===== src/rtl/uart_tx.sv =====
// UART serial transmitter: start bit, DBIT data bits LSB first, SB_TICK/16 stop bits,
// all timed from a shared 16x-oversampled baud tick.
module uart_tx #(
  parameter int DBIT    = 8,
  parameter int SB_TICK = 16
) (
  input  logic       clk,
  input  logic       reset,
  input  logic       tx_start,
  input  logic       s_tick,
  input  logic [7:0] din,
  output logic       tx_done_tick,
  output logic       busy,
  output logic       tx
);

  typedef enum logic [1:0] {
    IDLE  = 2'd0,
    START = 2'd1,
    DATA  = 2'd2,
    STOP  = 2'd3
  } state_t;

  localparam logic [4:0] BIT_LAST  = 5'd15;
  localparam logic [4:0] STOP_LAST = 5'(SB_TICK - 1);
  localparam logic [2:0] DATA_LAST = 3'(DBIT - 1);

  state_t     state_r;
  logic [4:0] s_r;
  logic [2:0] n_r;
  logic [7:0] b_r;
  logic       tx_r;

  // Frame sequencer; tx is driven from a register so the line never glitches.
  always_ff @(posedge clk or posedge reset) begin
    if (reset) begin
      state_r <= IDLE;
      s_r     <= 5'd0;
      n_r     <= 3'd0;
      b_r     <= 8'd0;
      tx_r    <= 1'b1;
    end else begin
      case (state_r)
        IDLE: begin
          tx_r <= 1'b1;
          if (tx_start) begin
            b_r     <= din;
            s_r     <= 5'd0;
            state_r <= START;
            tx_r    <= 1'b0;
          end
        end
        START: begin
          tx_r <= 1'b0;
          if (s_tick) begin
            if (s_r == BIT_LAST) begin
              s_r     <= 5'd0;
              n_r     <= 3'd0;
              state_r <= DATA;
              tx_r    <= b_r[0];
            end else begin
              s_r <= s_r + 5'd1;
            end
          end
        end
        DATA: begin
          tx_r <= b_r[0];
          if (s_tick) begin
            if (s_r == BIT_LAST) begin
              s_r <= 5'd0;
              b_r <= {1'b0, b_r[7:1]};
              // Load the next line value together with the shift so tx changes on this edge.
              if (n_r == DATA_LAST) begin
                state_r <= STOP;
                tx_r    <= 1'b1;
              end else begin
                n_r  <= n_r + 3'd1;
                tx_r <= b_r[1];
              end
            end else begin
              s_r <= s_r + 5'd1;
            end
          end
        end
        STOP: begin
          tx_r <= 1'b1;
          if (s_tick) begin
            if (s_r == STOP_LAST) begin
              state_r <= IDLE;
            end else begin
              s_r <= s_r + 5'd1;
            end
          end
        end
        default: begin
          state_r <= IDLE;
          tx_r    <= 1'b1;
        end
      endcase
    end
  end

  assign tx_done_tick = (state_r == STOP) && s_tick && (s_r == STOP_LAST);
  assign busy         = (state_r != IDLE);
  assign tx           = tx_r;

endmodule


===== config.mk =====
export PLATFORM = sky130hd
export DESIGN_NAME = uart_tx
export DESIGN_NICKNAME = d
export VERILOG_FILES = /design/src/rtl/uart_tx.sv
export SDC_FILE = /design/constraint.sdc
export NUM_CORES = 1
export LEC_CHECK = 0
export CELL_PAD_IN_SITES_DETAIL_PLACEMENT = 0
export CELL_PAD_IN_SITES_GLOBAL_PLACEMENT = 1
export CORE_ASPECT_RATIO = 1.75
export CORE_UTILIZATION = 42
export CTS_CLUSTER_SIZE = 30
export DETAILED_ROUTE_END_ITERATION = 10
export PLACE_DENSITY = 0.85
export SLEW_MARGIN = 0
export SYNTH_ARGS = -nofsm -noshare
export SYNTH_HDL_FRONTEND = slang
export SYNTH_SLANG_ARGS = --single-unit

===== constraint.sdc =====
create_clock -name clk -period 2.19 [get_ports clk]
set_input_delay 0.3285 -clock clk [delete_from_list [all_inputs] [get_ports clk]]
set_output_delay 0.3285 -clock clk [all_outputs]
set_load 0.01 [all_outputs]

==> flow_summary.ini <==
[run_status]
run_status = finished clean

[sta]
tightest_slew_ps = 710
setup_tns_ps = 0
rsz0062_at_grt = no
setup_violations = 0
slew_viol_final = 0
hold_violations = 0
final.setup_skew_ps = 3.84
hold_slack_ps = 478
fmax_mhz = 508
slew_headroom = 0.526
fin_crit_sh = 0.900
fin_crit_ps = 1970

[routing]
totalWireLength_mm = 2.04
via_per_inst = 5.55
first_pass_iters = 4
drtAntennaViolNets = 0
wl_per_cell_um = 13.0
vias = 871
drc = 0
drtIter0Drc = 9

[power_and_ir_drop]
power_uw = 1740
ir_drop_v = 0.000718
power.leakage_uw = 0.000625
p_per_area_mw_per_mm2 = 1250

[die]
io_pins = 15
dieHeight_um = 71.7
rows = 24
dieArea_mm2 = 0.00300
initial_core_util = 0.457
coreArea_mm2 = 0.00255
die_x_um = 41.8

[worst_setup_path]
rr_endpoint = state_r[1]
cp-start-kind = register
cp-startpoint = s_r[1]
crit_arrival_ps = 1640
ff2ff_path_depth = 7
path_max_fanout = 7
cp_data_required_time_ps = 1860
end_kind = output pin
r2r_slack_ps = 400
crit_type = register to output pin
endpoint = tx_done_tick
rr_startpoint = s_r[1]

[yosys]
synthesis.nets = 135
ys_seq_elements = 19
synth_area_mm2 = 0.00117
syn_inst = 113
synthDistinctLibCells = 34
yosys_warnings = 0
syn_area_per_cell_um2 = 10.3
ys_seq_area_frac = 0.409

[clock_network]
numCtsBuffers = 3
insertion_delay_ps = 260
clkSinkCount = 19
clock_path_buffers = 2
cts_htree_levels = 1
clk_pin_slew_worst_paths_ps = 70
cts_tree = built
cts_root_buf = clkbuf_8

[global_routing]
grt_pass1_vias = 905
antenna_found_initial = 0
grt_first_pass_wirelength_mm = 3.75
track_usage = 0.163
overflow = 0
grt_max_degree = 20

[placement]
io_buffers = 14
gp_congestion = 0.764
hpwl_mm = 1.55
place_inst = 152

[cells_and_area]
n_fill_cell = 227
multi_input_comb_area_um2 = 652
final_util = 0.548
layout_common_cells = dfrtp_1 (18), clkdlybuf4s50_1 (13), nor2_1 (10)
final_cells = 157
antenna_cells = 0
regArea_um2 = 477
layout_commonest_cell = dfrtp_1
area_growth_pct = 19.8
layout-drive-gt1-share = 0.130
nets = 154

[run]
maxCapViolations = 0

[hold_path]
worstHoldPathType = input pin to async pin
[kinds of logic after synthesis]
| logic type | after synthesis | share of synthesized area |
|---|---|---|
| flops | 19 | 0.409 |
| fa+ha+maj | 10 | 0.107 |
| mux | 10 | 0.0880 |
| buf+inv | 11 | 0.0494 |
| simple gates | 31 | 0.139 |
| compound gates | 32 | 0.207 |
[power breakdown]
part / leakage, µW / total (µW) / internal [µW] / switching [µW]
combinational: 0.000370 / 910 / 413 / 497
sequential: 0.000233 / 582 / 495 / 86.6
clock: 0.0000228 / 253 / 130 / 123
[stage by stage]
step,cell area (µm²),setup slack [ps]
floorplan,1170,395
global placement,1330,145
detailed placement,1330,93.3
CTS,1400,216
global route,1400,180
finish,1400,220
[cells in the mapped netlist]
cell,number,area share
o211ai_1,1,0.0064
a22o_1,5,0.038
a21oi_4,1,0.014
buf_6,2,0.019
buf_2,1,0.0043
nor2b_1,2,0.011
a32oi_1,1,0.0075
o31ai_1,1,0.0064
and3_1,2,0.011
nand2_2,1,0.0054
nand2_1,6,0.019
a21o_1,1,0.0064
nor3_1,1,0.0043
inv_1,8,0.026
mux2i_1,8,0.069
o21bai_1,2,0.013
dfrtp_1,18,0.39
a22oi_1,1,0.0064
a21oi_1,9,0.039
o31ai_2,2,0.021
mux2_1,2,0.019
ha_1,10,0.11
nor2_1,10,0.032
nand3b_1,1,0.0064
nand2b_1,1,0.0054
nand3_4,1,0.015
o21ai_1,3,0.013
nand3_1,4,0.017
dfstp_2,1,0.023
nand2b_2,1,0.0075
a2bb2oi_1,1,0.0075
o21ai_0,3,0.013
o21bai_4,1,0.016
or2_1,1,0.0054
[registers in the layout, summed over array words and instances, names as in the netlist]
register / cells
b_r: 8
s_r: 5
n_r: 3
state_r: 2
tx: 1
[worst max-delay path, stage by stage (launching register included)]
cell,delay [ps]
dfrtp_1,410
ha_2,190
and3_4,190
ha_4,180
and3_1,140
dlygate4sd2_1,270
[what timing repair did]
action | CTS | global route
resized for setup | 5 | 0
hold buffers | 0 | 0
hold endpoints to repair | 0 | 0
buffers inserted | 1 | 0
setup endpoints to repair | 1 | 0
[cell type report]
class | instances | area share
clock buffers | 4 | 0.0322
inverters | 8 | 0.0215
multi-input cells | 83 | 0.466
flip-flops and latches | 19 | 0.341
well taps | 26 | 0.0233
repair buffers | 17 | 0.115
[metal layers]
metal / part of all wire / routed length (µm) / vias to the layer above / GRT usage
li1: - / - / 435 / -
met3: 0.022 / 45 / 5 / 0.0227
met1: 0.41 / 843 / 418 / 0.169
met4: 0.026 / 54 / 0 / 0.0860
met5: 0 / 0 / - / 0
met2: 0.54 / 1100 / 13 / 0.306
[how the worst min path moves through the flow]
stage,startpoint,to,slack [ps],depth (start not counted)
floorplan,reset,b_r[0],280,1
global placement,s_r[0],s_r[0],490,1
detailed placement,s_r[0],s_r[0],500,1
CTS,reset,n_r[2],520,2
global route,s_r[3],s_r[3],540,1
finish,reset,b_r[3],480,2
(Power assumes the default switching activity.)
